--- config.mk ---
export PLATFORM = sky130hd
export DESIGN_NAME = spike_rate_decoder
export DESIGN_NICKNAME = d
export VERILOG_FILES = /design/src/rtl/spike_rate_decoder.sv
export SDC_FILE = /design/constraint.sdc
export NUM_CORES = 1
export LEC_CHECK = 0
export CAP_MARGIN = 20
export CORE_MARGIN = 3
export CORE_UTILIZATION = 57
export DETAILED_ROUTE_END_ITERATION = 7
export PLACE_DENSITY = 0.8
export SETUP_SLACK_MARGIN = 0.5
export SYNTH_ARGS = -nofsm -noshare
export SYNTH_HDL_FRONTEND = slang
export SYNTH_SLANG_ARGS = --single-unit
--- constraint.sdc ---
create_clock -name clk -period 5.9 [get_ports clk]
set_input_delay 1.475 -clock clk [delete_from_list [all_inputs] [get_ports clk]]
set_output_delay 1.475 -clock clk [all_outputs]
set_load 0.01 [all_outputs]
--- src/rtl/spike_rate_decoder.sv ---
// Spike-rate decoder: counts LIF spikes over a fixed window, smooths the count with a
// shift-based EMA and presents each window result through a one-deep valid/ready register.
module spike_rate_decoder #(
  parameter int WINDOW    = 100,
  parameter int CNT_W     = 8,
  parameter int EMA_SHIFT = 2
) (
  input  logic             clk,
  input  logic             reset,
  input  logic             enable,
  input  logic             spike_in,
  output logic [CNT_W-1:0] rate_out,
  output logic             rate_sat,
  output logic             rate_valid,
  input  logic             rate_ready,
  output logic [CNT_W-1:0] smooth_out,
  output logic             dropped
);

  localparam int               WIN_W    = (WINDOW > 1) ? $clog2(WINDOW) : 1;
  localparam logic [WIN_W-1:0] WIN_LAST = WIN_W'(WINDOW - 1);
  localparam logic [WIN_W-1:0] WIN_ONE  = WIN_W'(1);
  localparam logic [CNT_W-1:0] CNT_MAX  = '1;
  localparam logic [CNT_W-1:0] CNT_ONE  = CNT_W'(1);

  logic [WIN_W-1:0]        win_cnt;
  logic [CNT_W-1:0]        spike_cnt;
  logic                    sat;
  logic                    tc;
  logic                    cnt_full;
  logic                    accepted;
  logic [CNT_W-1:0]        final_cnt;
  logic                    final_sat;
  logic signed [CNT_W:0]   diff;
  logic signed [CNT_W:0]   ema_step;
  logic signed [CNT_W+1:0] ema_sum;
  logic [CNT_W-1:0]        ema_next;

  always_comb begin
    tc        = enable && (win_cnt == WIN_LAST);
    cnt_full  = (spike_cnt == CNT_MAX);
    accepted  = rate_valid && rate_ready;
    final_cnt = spike_cnt;
    if (spike_in && !cnt_full) final_cnt = spike_cnt + CNT_ONE;
    final_sat = sat || (spike_in && cnt_full);
    // Arithmetic shift floors negative steps, so a silent input decays the EMA to exactly 0.
    diff     = $signed({1'b0, final_cnt}) - $signed({1'b0, smooth_out});
    ema_step = diff >>> EMA_SHIFT;
    ema_sum  = $signed({ema_step[CNT_W], ema_step}) + $signed({2'b00, smooth_out});
    if (ema_sum[CNT_W+1])  ema_next = '0;
    else if (ema_sum[CNT_W]) ema_next = CNT_MAX;
    else                   ema_next = ema_sum[CNT_W-1:0];
  end

  always_ff @(posedge clk or negedge reset) begin
    if (!reset) begin
      win_cnt   <= '0;
      spike_cnt <= '0;
      sat       <= 1'b0;
    end else if (enable) begin
      if (tc) begin
        win_cnt   <= '0;
        spike_cnt <= '0;
        sat       <= 1'b0;
      end else begin
        win_cnt <= win_cnt + WIN_ONE;
        if (spike_in) begin
          if (cnt_full) sat <= 1'b1;
          else          spike_cnt <= spike_cnt + CNT_ONE;
        end
      end
    end
  end

  // Handshake: a result transfers on any edge where rate_valid && rate_ready. While
  // rate_valid is high and rate_ready low, rate_out/rate_sat are frozen; a window ending
  // in that state is discarded and flagged on dropped for one cycle. A window ending in
  // the same cycle as an accept reloads the register and rate_valid stays high.
  always_ff @(posedge clk or negedge reset) begin
    if (!reset) begin
      rate_out   <= '0;
      rate_sat   <= 1'b0;
      rate_valid <= 1'b0;
      smooth_out <= '0;
      dropped    <= 1'b0;
    end else begin
      dropped <= 1'b0;
      if (tc) begin
        smooth_out <= ema_next;
        if (!rate_valid || rate_ready) begin
          rate_out   <= final_cnt;
          rate_sat   <= final_sat;
          rate_valid <= 1'b1;
        end else begin
          dropped <= 1'b1;
        end
      end else if (accepted) begin
        rate_valid <= 1'b0;
      end
    end
  end

endmodule

; ---- Word level (Yosys, flattened, before mapping)
; Index checks and enable logic that the tools add are counted.
[word_totals]
inputBits = 5
mem_bits_rw = 0
output_inout_bits = 19
memories = 0
mem_bits_ro = 0
elab_cells = 46
ff_bits = 35
latchBits = 0
[op_classes]
n_eq_ne = 4
div = 0
mul = 0
magnitude_cmp = 0
n_addsub = 4
n_shift = 0
bitwise_logic = 0
reduce_logical = 15
mux = 15
[op_table]
columns = operator, count
row1 = $mux W8, 6
row2 = $add A7 B9 Y10, 1
row3 = $sub A8 B8 Y9, 1
row4 = $add A8 B1 Y8 const B, 1
row5 = $eq A8 B8 Y1 const B, 1
row6 = $mux W1, 8
row7 = $add A7 B1 Y7 const B, 1
row8 = $eq A7 B7 Y1 const B, 1
row9 = $mux W7, 1
row10 = $reduce_and A3 Y1, 2
row11 = $reduce_bool A2 Y1, 3
row12 = $logic_and A1 B1 Y1, 4
row13 = $reduce_and A2 Y1, 2
row14 = $logic_not A1 Y1, 2
row15 = $logic_or A1 B1 Y1, 2
row16 = $ne A2 B1 Y1 const B, 1
row17 = $ne A2 B2 Y1 const B, 1

; ---- Longest topological paths before layout
; Gate-level depths: netlist of run 1.
[depth]
depth_word = 8
mapped_depth = 24

; ---- Worst setup path after synthesis of run 1
; Ideal clock, no wire load.
[synth_path]
path_kind = input -> register
start = input spike_in
end = register smooth_out[0]
arrival_time_ns = 4.961
t_required_ns = 5.757
cell_stages = 21
setup_slack_ns = 0.796
cell_sequence = nor2b_1 > clkbuf_1 > nand2_1 > xnor2_1 > ha_1 > nand4bb_1 > a211oi_1 > nand4b_1 > nor2b_1 > nor2b_1 > nor2_1 > xnor2_1 > ha_1 > o21ai_0 > nor2_1 > o31a_1 > o41a_1 > buf_2 > nand2b_1 > mux2i_2 > a221oi_1
[synth_between]
elab_chain_len = 6
[synth_rtl]
columns = element, line
row1 = start: declaration, 11  ; input logic spike_in,
row2 = $logic_and A1 B1 Y1 *, 44  ; if (spike_in && !cnt_full) final_cnt = spike_cnt + CNT_ONE;
row3 = $mux W8 *, 44
row4 = via final_cnt[2], 32  ; logic [CNT_W-1:0] final_cnt;
row5 = $sub A8 B8 Y9 *, 47  ; diff = $signed({1'b0, final_cnt}) - $signed({1'b0, smooth_out});
row6 = $add A7 B9 Y10 *, 49  ; ema_sum = $signed({ema_step[CNT_W], ema_step}) + $signed({2'b00, smooth_out});
row7 = $mux W8, 51  ; else if (ema_sum[CNT_W]) ema_next = CNT_MAX;
row8 = $mux W8 *, 50  ; if (ema_sum[CNT_W+1]) ema_next = '0;
row9 = end signal: assignment, 89  ; smooth_out <= ema_next;
row10 = end: declaration, 16  ; output logic [CNT_W-1:0] smooth_out,
; Mark *: on every way through the listed nets, which the timed path passes. The rest lies on a longest branch.
; A chain may end at the register's enable or synchronous reset.

; ---- Worst setup path in the final report of run 1
[layout_path]
start = input spike_in
end = register smooth_out[4]
; Same word-level chain as after synthesis.

==> impl_metrics.py, run 1 <==
metrics = {
    "setup_path": {
        "path_common_cell": "ha_1",
        "crit_type": "in2reg",
        "end_kind": "flip-flop",
        "cp_max_fo": 6,
        "cpPeakStageDelay_ps": 500,
        "r2r_cells": 22,
        "slowest_stage": "or4_4",
        "path_cells": "dlymetal6s2s_1, nor2b_2, buf_6, nand3_1, xnor2_1, ha_1, a21o_1, a21oi_1, o21ai_4, xor2_1, ha_1, o21a_1, o31a_1, o31ai_4, a21oi_4, or4_4, and3_1, o22ai_1",
        "critPathArrivalTime_ps": 5310,
        "crit_family": "compound AO/OA/AOI/OAI gates",
        "crit_required_ps": 6120,
        "path_depth": 18,
        "worst-path-buf-inv": 2,
        "crit_path_start_kind": "input port",
    },
    "yosys": {
        "async_flop_share_pct": 100,
        "ys_seq_elements": 35,
        "synth_nets": 298,
        "netlist_instances": 274,
        "synth_cell_types": 56,
        "avgSynthCellArea_um2": 9.12,
        "ys_warn_count": 0,
        "syn-cell-area_um2": 2500,
        "ys.flop_type": "dfrtp_1",
        "ys_seq_area_share_pct": 35.1,
        "synth_edf_count": 0,
    },
    "sta": {
        "fin_crit_ps": 5090,
        "min_period_over_period_pct": 86.3,
        "slew_headroom_pct": 56.4,
        "final_max_slew_viol_count": 0,
        "worst_pin_slew_ps": 651,
        "skew_ps": 7.29,
        "setup_viol": 0,
        "hold_viol_final": 0,
        "rsz0062_at_grt": "no",
        "fmax_mhz": 196,
        "tns_ps": 0,
    },
    "global_route": {
        "antenna_found_initial": 0,
        "grt_first_pass_wirelength_mm": 9.20,
        "grt_usage_pct": 22.5,
        "overflow": 0,
        "grt_max_degree": 36,
        "grt_pass1_vias": 1997,
    },
    "power_and_ir_drop": {
        "vdd_drop_max_mv": 0.245,
        "powerDensity_nw_per_um2": 329,
        "power_leakage_nw": 1.34,
    },
    "die": {
        "core_area_um2": 4120,
        "io_pins": 24,
        "die_h_um": 72.2,
        "die_x_um": 72.2,
        "dieArea_um2": 5210,
        "row_count": 23,
        "start_util_pct": 60.7,
    },
    "routing": {
        "routed_wirelength_mm": 5.46,
        "vias_per_cell": 5.86,
        "met2_wirelength_mm": 2.65,
        "wl_met1_mm": 2.60,
        "drt_drc_violations_left": 0,
        "drt-wirelength-per-cell_um": 15.2,
        "vias": 2098,
        "top_layer_used": "met4",
        "detail-route-antenna-nets": 0,
        "drt_iter0_drc": 117,
        "firstDrtPassIters": 4,
        "met3_length_um": 171,
    },
    "clock_network": {
        "clk_pin_slew_ps": 80,
        "h-tree-depth": 2,
        "clkSinkCount": 35,
        "worstSkewPairLatency_ps": 290,
        "cts_buffers": 5,
        "cts.path.max_buffers": 2,
        "cts-root-buf": "clkbuf_8",
        "cts_tree": "built",
    },
    "placement": {
        "routabilityCongestion": 0.887,
        "portBuffers": 23,
        "dpl.hpwl_mm": 4.01,
    },
    "job": {
        "maxCapViolCount": 0,
    },
    "final_layout": {
        "area_delta_synth_final_pct": 19.7,
        "nNetsFinal": 331,
        "drive_above_1_share_pct": 13.0,
        "fin_util_pct": 72.7,
        "diodes": 0,
    },
    "status": {
        "status": "finished clean",
    },
    "hold_path": {
        "hold_class": "reg2reg",
        "whs_path_depth": 2,
    },
}
cell type report:
| cell class | count | area, µm² |
|---|---|---|
| well taps | 50 | 62.6 |
| repair buffers | 35 | 327 |
| flip-flops and latches | 35 | 876 |
| multi-input cells | 213 | 1580 |
| clock buffers | 6 | 72.6 |
| inverters | 17 | 63.8 |
| fillers | 320 | 1120 |
| clock inverters | 2 | 12.5 |
synth_stat cells, types with 2 or more instances:
master     count  share of area, %
and4b_1        2              0.80
a211oi_1       2              0.60
or3_1          4               1.0
mux2_1         4               1.8
a22oi_1        2              0.60
nor2_1        25               3.8
nor3_1         7               1.4
and3_1         5               1.3
ha_1          18               9.0
mux2_2         5               2.3
inv_1         17               2.6
a31oi_1        2              0.50
nand2b_1       4               1.0
a21o_1         4               1.2
clkbuf_1       7               1.1
a2111oi_2      2               1.2
o22ai_1        3              0.75
o2111ai_1      2              0.70
nor4b_1        2              0.70
o21ai_0       11               2.2
nand3_1       10               2.0
xnor2_1       12               4.2
xor2_1        11               3.9
o31a_1         3               1.1
nand4b_1       2              0.70
nand2_1       22               3.3
nor4_1         2              0.50
nand4_1        3              0.75
nor2b_1        4               1.0
dfrtp_1       35                35
a21oi_1       16               3.2
o21a_1         2              0.60
worst register-to-register path, stage by stage (launching register included):
cell,delay (ps)
dfrtp_1,490
ha_1,310
nand3_1,110
nor3_2,280
nor2b_2,100
buf_6,140
nand2_1,60
nand2_1,80
ha_2,330
o21ai_0,70
a22oi_1,260
nand4b_1,150
buf_4,170
o21ai_4,210
xor2_1,230
ha_1,300
o21a_1,120
o31a_1,140
o31ai_4,330
a21oi_4,130
or4_4,500
and3_1,190
o22ai_1,90
state kept, by name (all words and copies together) (netlist names):
| signal | flops |
|---|---|
| sat | 1 |
| win_cnt | 7 |
| rate_valid | 1 |
| spike_cnt | 8 |
| rate_sat | 1 |
| dropped | 1 |
| rate_out | 8 |
| smooth_out | 8 |
stage by stage:
stage | instance area [µm²] | std cells | worst slack [ps] | total power (W) | hold WS, ps
final | 2990 | 358 | 808 | 0.000984 | 487
after global routing | 2990 | 358 | 529 | 0.00107 | 504
after CTS | 2890 | 353 | 512 | 0.000962 | 491
after detailed placement | 2800 | 345 | 193 | 0.000786 | 474
after global placement | 2800 | 345 | 351 | 0.000772 | 464
after floorplan | 2500 | 274 | 796 | 0.000678 | 463
per-layer routing:
metal | vias up | track usage, %
li1 | 1052 | -
met1 | 1010 | 31.1
met5 | - | 0
met4 | 0 | 6.89
met3 | 4 | 4.85
met2 | 32 | 35.3
placed cells by master, fill, tap and decap left out, drive strengths merged, types with 7 or more instances in the layout:
master and count:
dfrtp 35, nor2 25, nand2 22, clkdlybuf4s50 22, ha 18, inv 17
a21oi 16, o21ai 13, xnor2 12, buf 12, xor2 11, nand3 10
mux2 9, nor3 7
cell families after synthesis:
logic type      after synthesis  synth area share [%]
buf+inv                      26                  4.26
xor+xnor                     23                  8.06
compound gates               61                  17.3
fa+ha+maj                    19                  9.81
flops                        35                  35.1
mux                          10                  4.61
simple gates                100                  20.9
final timing paths:
check / from / endpoint / slack [ps]
max: spike_in / smooth_out[4]$_DFFE_PN0P_ / 810
min: rate_sat$_DFFE_PN0P_ / rate_sat$_DFFE_PN0P_ / 490
max reg2reg: spike_cnt[0]$_DFFE_PN0P_ / smooth_out[4]$_DFFE_PN0P_ / 1030
min reg2reg: rate_sat$_DFFE_PN0P_ / rate_sat$_DFFE_PN0P_ / 490
max in group asynchronous: reset / win_cnt[0]$_DFFE_PN0P_ / 3990
min in group asynchronous: reset / smooth_out[1]$_DFFE_PN0P_ / 1590
power by group:
part | switching, W | internal (W) | leakage [nW]
Combinational | 0.000258 | 0.000225 | 0.857
Sequential | 0.0000513 | 0.000277 | 0.441
Clock | 0.0000898 | 0.0000825 | 0.0412
Total | 0.000400 | 0.000585 | 1.34
timing repair:
action,4_1_cts,5_1_grt
resized for setup,1,14
endpoints found under the setup margin,1,8
endpoints found under the hold margin,0,0
hold buffers,0,0
pin swaps,0,6
setup buffers,0,5
Power figures use the tool's default switching activity.
==> run 2: changes to the inputs <==
==> constraint.sdc (replaced) <==
create_clock -name clk -period 5 [get_ports clk]
set_input_delay 1.25 -clock clk [delete_from_list [all_inputs] [get_ports clk]]
set_output_delay 1.25 -clock clk [all_outputs]
set_load 0.01 [all_outputs]
==> run 2 against run 1 <==
  * Die area stayed put
  * Routed wire length increased by 52%
  * Flip-flop and latch count unchanged
  * Register-to-register slack got worse by 730 ps
  * Critical path type unchanged
  * Critical endpoint is now smooth_out[7]$_DFFE_PN0P_
  * Largest cell class unchanged
==> impl_metrics.py, run 2 (same netlist as run 1, synthesis figures left out) <==
metrics = {
    "final_layout": {
        "fin_util_pct": 86.2,
        "final_common_cell": "buf_4",
        "nFillCells": 207,
        "multi_input_area_um2": 1800,
        "area_delta_synth_final_pct": 42.0,
        "seqCellArea_um2": 877,
        "drive_above_1_share_pct": 31.3,
        "final_cell_mix": "buf_4, dfrtp_1, nor2_1, clkdlybuf4s50_1",
        "reg_top3": "rate_out (8), smooth_out (8), spike_cnt (8)",
        "diodes": 0,
        "postLayoutCellArea_um2": 3550,
        "nNetsFinal": 371,
        "stdcell_count": 398,
    },
    "sta": {
        "setup_viol": 0,
        "slew_headroom_pct": 62.3,
        "skew_ps": 7.08,
        "fmax_mhz": 208,
        "fin_crit_ps": 4800,
        "rsz0062_at_grt": "yes",
        "final_max_slew_viol_count": 0,
        "whs_ps": 498,
        "hold_viol_final": 0,
        "final.setup.worst_slack_ps": 200,
        "min_period_over_period_pct": 96.0,
        "worst_pin_slew_ps": 565,
    },
    "routing": {
        "drt_iter0_drc": 328,
        "vias": 2619,
        "vias_per_cell": 6.58,
        "routed_wirelength_mm": 8.27,
        "drt_drc_violations_left": 0,
        "firstDrtPassIters": 5,
        "drt-wirelength-per-cell_um": 20.8,
        "detail-route-antenna-nets": 0,
    },
    "clock_network": {
        "cts_tree": "built",
        "cts.path.max_buffers": 2,
        "h-tree-depth": 2,
        "worstSkewPairLatency_ps": 290,
        "clkSinkCount": 35,
        "clk_pin_slew_ps": 80,
        "cts_hold_buf": 0,
        "cts-root-buf": "clkbuf_8",
        "cts_buffers": 5,
    },
    "power_and_ir_drop": {
        "power_leakage_nw": 1.64,
        "powerDensity_nw_per_um2": 436,
        "vdd_drop_max_mv": 0.379,
    },
    "setup_path": {
        "critPathArrivalTime_ps": 4980,
        "end_kind": "flip-flop",
        "crit_path_start_kind": "input port",
        "crit_required_ps": 5180,
        "regToRegSetupSlack_ps": 300,
        "cp_max_fo": 5,
        "r2r_cells": 22,
        "reg2reg_from": "spike_cnt[4]$_DFFE_PN0P_",
        "r2r-end": "smooth_out[7]$_DFFE_PN0P_",
        "crit_type": "in2reg",
    },
    "placement": {
        "dp_worst_setup_slack_ps": -356,
        "dp.cells": 380,
        "dpl.hpwl_mm": 4.56,
        "routabilityCongestion": 0.863,
        "portBuffers": 23,
        "placed_area_um2": 3100,
    },
    "die": {
        "dieArea_um2": 5210,
        "start_util_pct": 60.7,
        "row_count": 23,
        "die_h_um": 72.2,
        "core_area_um2": 4120,
        "die_x_um": 72.2,
        "io_pins": 24,
    },
    "global_route": {
        "overflow": 0,
        "grt_usage_pct": 28.1,
        "grt_pass1_vias": 2386,
        "grt_max_degree": 36,
        "antenna_found_initial": 0,
        "grt_first_pass_wirelength_mm": 11.4,
    },
    "hold_path": {
        "whs_path_depth": 1,
        "hold_class": "reg2reg",
        "hold_end": "rate_out[4]$_DFFE_PN0P_",
        "hold_start": "rate_out[4]$_DFFE_PN0P_",
    },
    "job": {
        "maxCapViolCount": 0,
    },
    "status": {
        "status": "finished clean",
    },
}
run 2: changes by cell type in the layout (fill, tap and decap cells not counted), moves of 3 or more:
cell / delta
buf_4: +40
nand2_1: -5
nand2_2: +3
ha_4: +3
run 2: timing repair:
item / in CTS / in global routing
buffers inserted: 5 / 5
setup endpoints to repair: 8 / 8
pin swaps: 14 / 10
resized for setup: 24 / 26
run 2: critical path: stages:
cell	delay [ps]
buf_8	70
nor2b_4	150
nand2_2	110
xnor2_4	160
ha_4	200
nand4bb_4	220
a211oi_2	270
buf_4	160
nand3b_1	110
xnor2_1	170
ha_1	300
a211oi_1	330
nor2_1	110
o31a_1	290
o41a_1	430
nand2b_4	190
or2_1	210
o211ai_1	250
run 2: area by class of cell:
cell class / count / share of cell area, %
Clock inverter: 2 / 0.988
Timing Repair Buffer: 75 / 17.7
Inverter: 17 / 1.80
Multi-Input combinational cell: 213 / 50.7
Sequential cell: 35 / 24.7
Tap cell: 50 / 1.76
Clock buffer: 6 / 2.33
run 2: routing by layer:
metal / GRT usage (%) / part of all wire, % / vias up
met5: 0 / 0 / -
met4: 10.6 / 4.8 / 0
met3: 4.71 / 6.7 / 42
met2: 47.4 / 50 / 162
met1: 36.0 / 39 / 1270
li1: - / - / 1145
run 2: through the flow:
stage,setup TNS [ps],power [W]
final,0,0.00155
after global routing,0,0.00163
after CTS,0,0.00136
after detailed placement,-2440,0.00102
after global placement,-1740,0.000998
after floorplan,0,0.000817
run 2: where the power goes:
part           total [W]  switching, W  internal [W]
clock           0.000270      0.000108      0.000161
combinational   0.000881      0.000444      0.000437
sequential      0.000398     0.0000702      0.000327
run 2: worst max path at each step:
stage	end	cells after the start	start
after floorplan	smooth_out[5]$_DFFE_PN0P_	20	spike_in
after global placement	smooth_out[5]$_DFFE_PN0P_	20	spike_in
after detailed placement	smooth_out[5]$_DFFE_PN0P_	20	spike_in
after CTS	smooth_out[4]$_DFFE_PN0P_	20	spike_in
after global routing	smooth_out[7]$_DFFE_PN0P_	17	spike_in
final	smooth_out[7]$_DFFE_PN0P_	18	spike_in
==> run 3: changes to the inputs <==
--- a/config.mk
+++ b/config.mk
@@ -5,9 +5,11 @@
 export SDC_FILE = /design/constraint.sdc
 export NUM_CORES = 1
 export LEC_CHECK = 0
+export ABC_AREA = 1
 export CAP_MARGIN = 20
 export CORE_MARGIN = 3
 export CORE_UTILIZATION = 57
+export CTS_CLUSTER_DIAMETER = 50
 export DETAILED_ROUTE_END_ITERATION = 7
 export PLACE_DENSITY = 0.8
 export SETUP_SLACK_MARGIN = 0.5
==> run 3 against run 2 <==
  * Combinational power grew 75%
  * Sequential share of layout area increased by 5.9 points
  * First-iteration DRC count is 67% lower
  * Largest cell class unchanged
  * Routed wire length shrank 39%
  * Highest routed layer unchanged
==> impl_metrics.py, run 3 <==
metrics = {
    "hold_path": {
        "hold_start": "rate_out[1]$_DFFE_PN0P_",
        "whs_path_depth": 2,
        "hold_end": "rate_out[1]$_DFFE_PN0P_",
        "hold_class": "reg2reg",
    },
    "final_layout": {
        "diodes": 0,
        "final_cell_mix": "nand2_1, inv_1, dfrtp_1, clkdlybuf4s50_1",
        "nNetsFinal": 373,
        "final_common_cell": "nand2_1",
        "area_delta_synth_final_pct": 19.9,
        "fin_util_pct": 74.2,
        "drive_above_1_share_pct": 10.6,
        "reg_top3": "rate_out (8), smooth_out (8), spike_cnt (8)",
    },
    "clock_network": {
        "clk_pin_slew_ps": 70,
        "cts_buffers": 5,
        "cts.path.max_buffers": 2,
        "worstSkewPairLatency_ps": 290,
        "h-tree-depth": 2,
        "cts_tree": "built",
        "clkSinkCount": 35,
        "cts-root-buf": "clkbuf_8",
    },
    "routing": {
        "vias": 2094,
        "drt-wirelength-per-cell_um": 12.7,
        "firstDrtPassIters": 4,
        "drt_iter0_drc": 108,
        "vias_per_cell": 5.26,
        "detail-route-antenna-nets": 0,
        "drt_drc_violations_left": 0,
        "routed_wirelength_mm": 5.04,
    },
    "setup_path": {
        "critPathArrivalTime_ps": 4340,
        "crit_family": "compound AO/OA/AOI/OAI gates",
        "regToRegSetupSlack_ps": 910,
        "r2r_cells": 25,
        "path_cells": "dlymetal6s2s_1, nand2_4, buf_4, nand2_1, o21ai_2, ha_1, a21oi_2, inv_1, a21oi_1, nor2_1, nor2_1, nand2_1, inv_2, ha_1, inv_1, nor2_1, a211o_1, a31oi_4, inv_1, nand2_4, nand3_1, nand2_1, nand2_1",
        "cp_max_fo": 8,
        "end_kind": "flip-flop",
        "cpPeakStageDelay_ps": 340,
        "crit_path_start_kind": "input port",
        "crit_type": "in2reg",
        "path_common_cell": "nand2_1",
        "slowest_stage": "ha_1",
        "crit_required_ps": 5180,
        "reg2reg_from": "spike_cnt[2]$_DFFE_PN0P_",
        "worst-path-buf-inv": 6,
        "r2r-end": "smooth_out[7]$_DFFE_PN0P_",
    },
    "power_and_ir_drop": {
        "power_leakage_nw": 1.49,
        "powerDensity_nw_per_um2": 793,
        "vdd_drop_max_mv": 0.617,
    },
    "sta": {
        "rsz0062_at_grt": "no",
        "skew_ps": 9.03,
        "setup_viol": 0,
        "slew_headroom_pct": 63.8,
        "worst_pin_slew_ps": 543,
        "hold_viol_final": 0,
        "fmax_mhz": 241,
        "tns_ps": 0,
        "final_max_slew_viol_count": 0,
        "fin_crit_ps": 4160,
        "min_period_over_period_pct": 83.1,
    },
    "yosys": {
        "ys.flop_type": "dfrtp_1",
        "syn-cell-area_um2": 2380,
        "synth_cell_types": 31,
        "yosysTopAreaCell": "dfrtp_1",
        "ys_seq_area_share_pct": 36.7,
        "async_flop_share_pct": 100,
        "synth_edf_count": 0,
        "ys_warn_count": 0,
        "synthTopCellsByCount": "nand2_1, inv_1, dfrtp_1",
        "yosysMostFrequentCell": "nand2_1",
        "synth_top_area_share_pct": 36.7,
        "synth_nets": 342,
        "ys_seq_elements": 35,
        "avgSynthCellArea_um2": 7.50,
        "netlist_instances": 318,
        "synth.area.top_cells": "dfrtp_1, nand2_1, ha_1, inv_1, xor2_1",
    },
    "global_route": {
        "grt_max_degree": 36,
        "grt_usage_pct": 21.4,
        "grt_pass1_vias": 1985,
        "antenna_found_initial": 0,
        "overflow": 0,
        "grt_first_pass_wirelength_mm": 8.74,
    },
    "die": {
        "row_count": 22,
        "die_x_um": 70.7,
        "io_pins": 24,
        "core_area_um2": 3850,
        "die_h_um": 70.7,
        "dieArea_um2": 5000,
        "start_util_pct": 61.9,
    },
    "placement": {
        "routabilityCongestion": 0.884,
        "dpl.hpwl_mm": 3.74,
        "portBuffers": 23,
    },
    "job": {
        "maxCapViolCount": 0,
    },
    "status": {
        "status": "finished clean",
    },
}
run 3: worst max path at each step:
stage,from,endpoint,slack [ps],cells past startpoint
finish,spike_in,smooth_out[7]$_DFFE_PN0P_,840,23
global route,spike_in,smooth_out[0]$_DFFE_PN0P_,520,23
CTS,spike_in,smooth_out[0]$_DFFE_PN0P_,500,22
detailed placement,spike_in,smooth_out[0]$_DFFE_PN0P_,80,21
global placement,spike_in,smooth_out[0]$_DFFE_PN0P_,140,21
floorplan,spike_in,smooth_out[0]$_DFFE_PN0P_,910,20
run 3: tightest hold or removal path: cells and delay by family, from the launching register on:
family,cells,cell delay [ps]
flops,1,350
simple gates,2,100
run 3: final cells by class:
| class | count | area (µm²) |
|---|---|---|
| sequential | 35 | 876 |
| clock inverter | 3 | 43.8 |
| clock buffer | 5 | 68.8 |
| fill | 315 | 995 |
| inverter | 55 | 206 |
| tap | 48 | 60.1 |
| timing repair buffer | 28 | 270 |
| multi-input combinational | 224 | 1330 |
run 3: per-stage QoR:
| stage | std cells | cell area (µm²) | worst slack (ps) | hold WS, ps | total power [W] |
|---|---|---|---|---|---|
| after global routing | 398 | 2860 | 520 | 512 | 0.00251 |
| after floorplan | 318 | 2380 | 906 | 468 | 0.00156 |
| final | 398 | 2860 | 845 | 484 | 0.00227 |
| after CTS | 398 | 2810 | 502 | 482 | 0.00218 |
| after global placement | 390 | 2690 | 145 | 456 | 0.00188 |
| after detailed placement | 390 | 2690 | 76.3 | 463 | 0.00190 |
run 3: what timing repair did:
action | 4_1_cts | 5_1_grt
setup endpoints to repair | 8 | 8
buffers inserted | 0 | 0
hold buffers | 0 | 0
pin swaps | 0 | 1
resized for setup | 3 | 10
run 3: power by group:
group / internal [W] / switching [W] / leakage, nW
combinational: 0.000640 / 0.000896 / 0.976
sequential: 0.000382 / 0.0000898 / 0.455
clock: 0.000148 / 0.000110 / 0.0581
total: 0.00117 / 0.00110 / 1.49
run 3: logic make-up (layout without fill, tap and decap cells):
group	Yosys count	after routing	synth area share, %
XOR/XNOR	16	16	5.88
AO/OA/AOI/OAI	45	45	10.5
flip-flops	35	35	36.7
buffers and inverters	59	91	9.55
adder cells (fa/ha/maj)	19	19	10.3
AND/OR/NAND/NOR	144	144	27.1
run 3: layer usage:
metal	vias up	GRT usage, %	wire (µm)
met1	961	29.2	2400
met5	-	0	0
met3	13	4.55	217
li1	1066	-	-
met2	54	35.0	2350
met4	0	4.80	72
==> RTL change 1: new RTL, settings of run 2 <==
The parameter `CNT_W` goes from 8 to 9.
--- a/src/rtl/spike_rate_decoder.sv
+++ b/src/rtl/spike_rate_decoder.sv
@@ -2,7 +2,7 @@
 // shift-based EMA and presents each window result through a one-deep valid/ready register.
 module spike_rate_decoder #(
   parameter int WINDOW    = 100,
-  parameter int CNT_W     = 8,
+  parameter int CNT_W     = 9,
   parameter int EMA_SHIFT = 2
 ) (
   input  logic             clk,
Interface: changed (resized rate_out and smooth_out); port bits go from 24 to 26. The function was not compared with the original's and may differ.
==> RTL change 1 against run 2 <==
Combinational power grew 43%; routed wire length grew 1.4%; setup slack lost 32 ps; synthesized area grew 8.3%; total power grew 24%; largest cell class unchanged; sequential cell count grew 3; synthesized cell count grew 4.7%; final area grew 6.3%.
==> RTL change 1: results (changes against run 2) <==
stage	metric	value	unit	change
critical_path	CP max stage cell	dfrtp_1		was o41a_1
timing	skew final	16.2	ps	was 7.08 ps
finish	biggest regs	rate_out: 9 flops, smooth_out: 9 flops, spike_cnt: 9 flops		was rate_out: 8 flops, smooth_out: 8 flops, spike_cnt: 8 flops
critical_path	critical path class	reg -> reg		was in -> reg
synth	Seq/Total Area, Yosys	0.352		was 0.351
global_routing	GRT Util Overall	0.286		was 0.281
global_routing	vias in the first global route	2509		was 2386
place	Port Buf Inserts	25		was 23
critical_path	crit path DAT	5020	ps	was 4980 ps
critical_path	Max stage delay on crit path	390	ps	was 430 ps
hold_path	hold_sp	rate_sat		was rate_out[4]
synth	most frequent cells after synthesis	38 x dfrtp_1, 24 x nand2_1, 24 x nor2_1		was 35 x dfrtp_1, 25 x nor2_1, 22 x nand2_1
place	dpl cell area	3380	µm²	was 3100 µm²
detailed_routing	initial drt markers	302		was 328
clock_tree	Skew-Pair Late Insertion Delay	310	ps	was 290 ps
timing	setup violators final	0		unchanged
synth	Synth Net Count	314		was 298
synth	post-synth cell types	43		was 56
critical_path	Reg-to-Reg Start	spike_cnt[0]		was spike_cnt[4]
detailed_routing	final WL	8390	µm	was 8270 µm
critical_path	CP Max Fanout	8		was 5
hold_path	worst min-delay path class	reg -> reg		unchanged
global_routing	antenna violations before repair	0		unchanged
place	Placer Congestion	0.812		was 0.863
power	Peak supply drop	408	µV	was 379 µV
synth	Area contributors post-synth	dfrtp_1 35%, ha_1 9.7%, xnor2_1 5.2%		was dfrtp_1 35%, ha_1 9.0%, xnor2_1 4.2%
place	Detail Placement HPWL	4890	µm	was 4560 µm
global_routing	first-pass GRT wire length	12000	µm	was 11400 µm
status	status	finished, final reports clean		unchanged
finish	Layout Nets	400		was 371
global_routing	largest net degree at the start of global routing	39		was 36
power	Leakage	0.00173	µW	was 0.00164 µW
detailed_routing	First-pass DRT Iterations	4		was 5
RTL change 1: changes by cell type after synthesis, sizes merged, moves of 3 or more:
| cell | delta |
|---|---|
| dfrtp | +3 |
| and3 | -4 |
| mux2 | +3 |
| nor2b | +4 |
| o21bai | +4 |
| o21ai | +9 |
| xnor2 | +4 |
| ha | +3 |
| a22o | +3 |
| a31oi | +4 |
| inv | -7 |
| a21o | +4 |
RTL change 1: layout make-up:
class	count	area, µm²	area share
multi-input cells	230	1890	0.501
inverters	10	37.5	0.00995
repair buffers	88	731	0.194
well taps	52	65.1	0.0172
clock inverters	2	12.5	0.00332
flip-flops and latches	38	952	0.252
clock buffers	6	82.6	0.0219
RTL change 1: tightest hold or removal path: cells and delay by family, from the launching register on:
kind / cells / cell delay [ps]
flip-flops: 1 / 340
AO/OA/AOI/OAI: 1 / 60
AND/OR/NAND/NOR: 1 / 50
RTL change 1: logic make-up after synthesis:
kind of cell	synth area share
compound gates	0.211
flops	0.352
mux	0.0513
simple gates	0.161
fa+ha+maj	0.105
xor+xnor	0.0874
buf+inv	0.0328
RTL change 1: worst paths after layout:
path | endpoint | slack (ps) | cells after the start
setup / recovery | smooth_out[8] | 170 | 25
hold / removal | rate_sat | 480 | 2
hold reg to reg | rate_sat | 480 | 2
min in group asynchronous | smooth_out[7] | 1040 | 1
setup reg to reg | smooth_out[8] | 170 | 25
max in group asynchronous | spike_cnt[2] | 3340 | 1
RTL change 1: report_power, final:
group / internal [µW] / total [µW] / switching, µW
logic: 618 / 1260 / 646
clock network: 111 / 234 / 123
registers: 357 / 426 / 69.3
total: 1090 / 1920 / 839
RTL change 1: through the flow:
step	setup TNS (ps)	total power [µW]	worst slack, ps	hold slack [ps]	std cells
3_3_place_gp	-3000	1320	-345	462	401
3_5_place_dp	-4060	1350	-466	470	401
4_1_cts	0	1670	420	487	418
2_1_floorplan	0	1010	139	463	287
5_1_grt	0	2030	42.2	514	426
6_report	0	1920	168	479	426
RTL change 1: layer usage:
layer | track usage | vias to the layer above | part of all wire
met1 | 0.364 | 1286 | 0.41
met3 | 0.0601 | 32 | 0.059
li1 | - | 1205 | -
met2 | 0.483 | 124 | 0.50
met5 | 0 | - | 0
met4 | 0.0949 | 0 | 0.037
RTL change 1: repair_timing:
item | 4_1_cts | 5_1_grt
gates cloned | 0 | 0
gates resized for setup | 27 | 25
hold endpoints to repair | 0 | 0
pin swaps | 26 | 24
setup endpoints to repair | 9 | 9
setup buffers | 9 | 8
==> RTL change 2: new RTL, config.mk and constraints of run 2 <==
Made on the original files. One comparison of `win_cnt` changes from == to >=.
--- a/src/rtl/spike_rate_decoder.sv
+++ b/src/rtl/spike_rate_decoder.sv
@@ -37,7 +37,7 @@
   logic [CNT_W-1:0]        ema_next;
 
   always_comb begin
-    tc        = enable && (win_cnt == WIN_LAST);
+    tc        = enable && (win_cnt >= WIN_LAST);
     cnt_full  = (spike_cnt == CNT_MAX);
     accepted  = rate_valid && rate_ready;
     final_cnt = spike_cnt;
Check against the original RTL: same outputs for any inputs over 10 cycles, from zero or initial values and one cycle with reset low; that may be too few to reach the edited logic, so the function may still have changed.
==> RTL change 2 against run 2 <==
Final area is 2.5% lower; register-to-register slack gained 190 ps; setup slack improved by 260 ps; clock power down 24%; clock skew decreased by 2.7 ps; routed wire length down 9.9%; synthesized area shrank 2.2%; sequential cell count is the same; fmax grew 5.6%; total power up 0.18%; via count fell by 7.5%; critical endpoint is now smooth_out[1]; largest cell class unchanged.
==> RTL change 2: results (changes against run 2) <==
stage	metric	value	unit	change
synth	Synth Area in XOR/XNOR	0.0967		was 0.0806
global_routing	first-pass GRT wire length	10900	µm	was 11400 µm
detailed_routing	First-pass DRT Iterations	5		unchanged
finish	most common cell after layout, fill and taps aside	buf_4		unchanged
synth	Post-synth ARST share	1.00		unchanged
status	status	finished, final reports clean		unchanged
clock_tree	Clock Tree Root	clkbuf_8		unchanged
detailed_routing	WL met3	422	µm	was 552 µm
finish	Layout Nets	363		was 371
global_routing	GRT Util Overall	0.269		was 0.281
synth	Synth Net Count	291		was 298
detailed_routing	final WL	7460	µm	was 8270 µm
place	Placer Congestion	0.880		was 0.863
clock_tree	TritonCTS buffer count	5		unchanged
critical_path	CP Max Fanout	6		was 5
place	Detail Placement HPWL	4450	µm	was 4560 µm
detailed_routing	Vias per Instance	6.21		was 6.58
detailed_routing	initial drt markers	235		was 328
place	Port Buf Inserts	23		unchanged
synth	post-synth cell types	56		unchanged
synth	Adder-Cell Fraction of Synth Area	0.100		was 0.0981
detailed_routing	met1 WL	3010	µm	was 3210 µm
timing	skew final	4.39	ps	was 7.08 ps
timing	relative slew slack	0.577		was 0.623
global_routing	vias in the first global route	2339		was 2386
synth	post-synthesis mux area share	0.0548		was 0.0461
timing	Max Slew Vio Count	0		unchanged
synth	Area contributors post-synth	dfrtp_1 36%, ha_1 9.2%, xnor2_1 6.1%		was dfrtp_1 35%, ha_1 9.0%, xnor2_1 4.2%
hold_path	hold path depth	1		unchanged
synth	post-synthesis compound-gate area fraction	0.155		was 0.173
place	pre-CTS setup slack	-237	ps	was -356 ps
detailed_routing	WL met2	3880	µm	was 4110 µm
synth	most frequent cells after synthesis	35 x dfrtp_1, 35 x nor2_1, 24 x nand2_1		was 35 x dfrtp_1, 25 x nor2_1, 22 x nand2_1
critical_path	Worst Reg-to-Reg Cells	21		was 22
power	Peak supply drop	322	µV	was 379 µV
finish	Filler cells	210		was 207
clock_tree	clock slew at reported path FFs	70	ps	
power	Leakage	0.00155	µW	was 0.00164 µW
synth	Seq/Total Area, Yosys	0.358		was 0.351
finish	layout cells sized above 1	0.324		was 0.313
RTL change 2: metal layers:
layer | vias to the layer above | global-route usage
met5 | - | 0
met2 | 120 | 0.457
met3 | 24 | 0.0533
li1 | 1109 | -
met4 | 0 | 0.113
met1 | 1169 | 0.334
RTL change 2: final cells by class:
| cell class | count | share of cell area |
|---|---|---|
| Sequential cell | 35 | 0.254 |
| Multi-Input combinational cell | 210 | 0.511 |
| Tap cell | 50 | 0.0181 |
| Inverter | 16 | 0.0185 |
| Clock inverter | 1 | 0.00145 |
| Clock buffer | 7 | 0.0221 |
| Timing Repair Buffer | 71 | 0.176 |
RTL change 2: final timing paths:
kind	end	slack, ps	startpoint
worst max-delay path	smooth_out[1]	460	spike_in
worst min-delay path	rate_out[5]	510	rate_out[5]
worst max register to register	smooth_out[1]	490	spike_cnt[0]
worst min register to register	rate_out[5]	510	rate_out[5]
max in group asynchronous	spike_cnt[0]	3290	reset
min in group asynchronous	rate_out[3]	1370	reset
RTL change 2: power breakdown:
group	switching (µW)	internal (µW)	total [µW]
clock	106	97.9	204
sequential	62.3	329	392
combinational	494	461	955
RTL change 2: what timing repair did:
item | 4_1_cts | 5_1_grt
hold buffers | 0 | 0
setup endpoints to repair | 8 | 8
gates cloned | 0 | 0
resized for setup | 26 | 33
pin swaps | 22 | 25
setup buffers | 5 | 10
RTL change 2: metrics by stage:
stage	instances	instance area (µm²)	total power, µW
3_5_place_dp	367	3000	1100
5_1_grt	390	3460	1640
6_report	390	3460	1550
2_1_floorplan	267	2480	867
4_1_cts	380	3210	1390
3_3_place_gp	367	3000	1070
RTL change 2: worst max-delay path, cell delays in order:
cell and delay [ps]:
buf_8 80, inv_4 30, nor2_4 140, buf_4 130, nand2_1 70, xnor2_2 170
ha_1 340, nor3b_2 270, and3_4 230, buf_4 110, buf_4 120, a21o_4 120
clkinv_2 80, ha_1 310, nor4_2 400, o21ai_2 140, a41oi_2 230, nand2_2 90
mux2i_4 310, a311oi_2 80
RTL change 2: logic make-up (layout without fill, tap and decap cells):
group / count (synthesis) / in the layout
compound gates: 54 / 54
xor+xnor: 27 / 27
fa+ha+maj: 19 / 19
buf+inv: 22 / 95
flops: 35 / 35
mux: 12 / 12
simple gates: 98 / 98
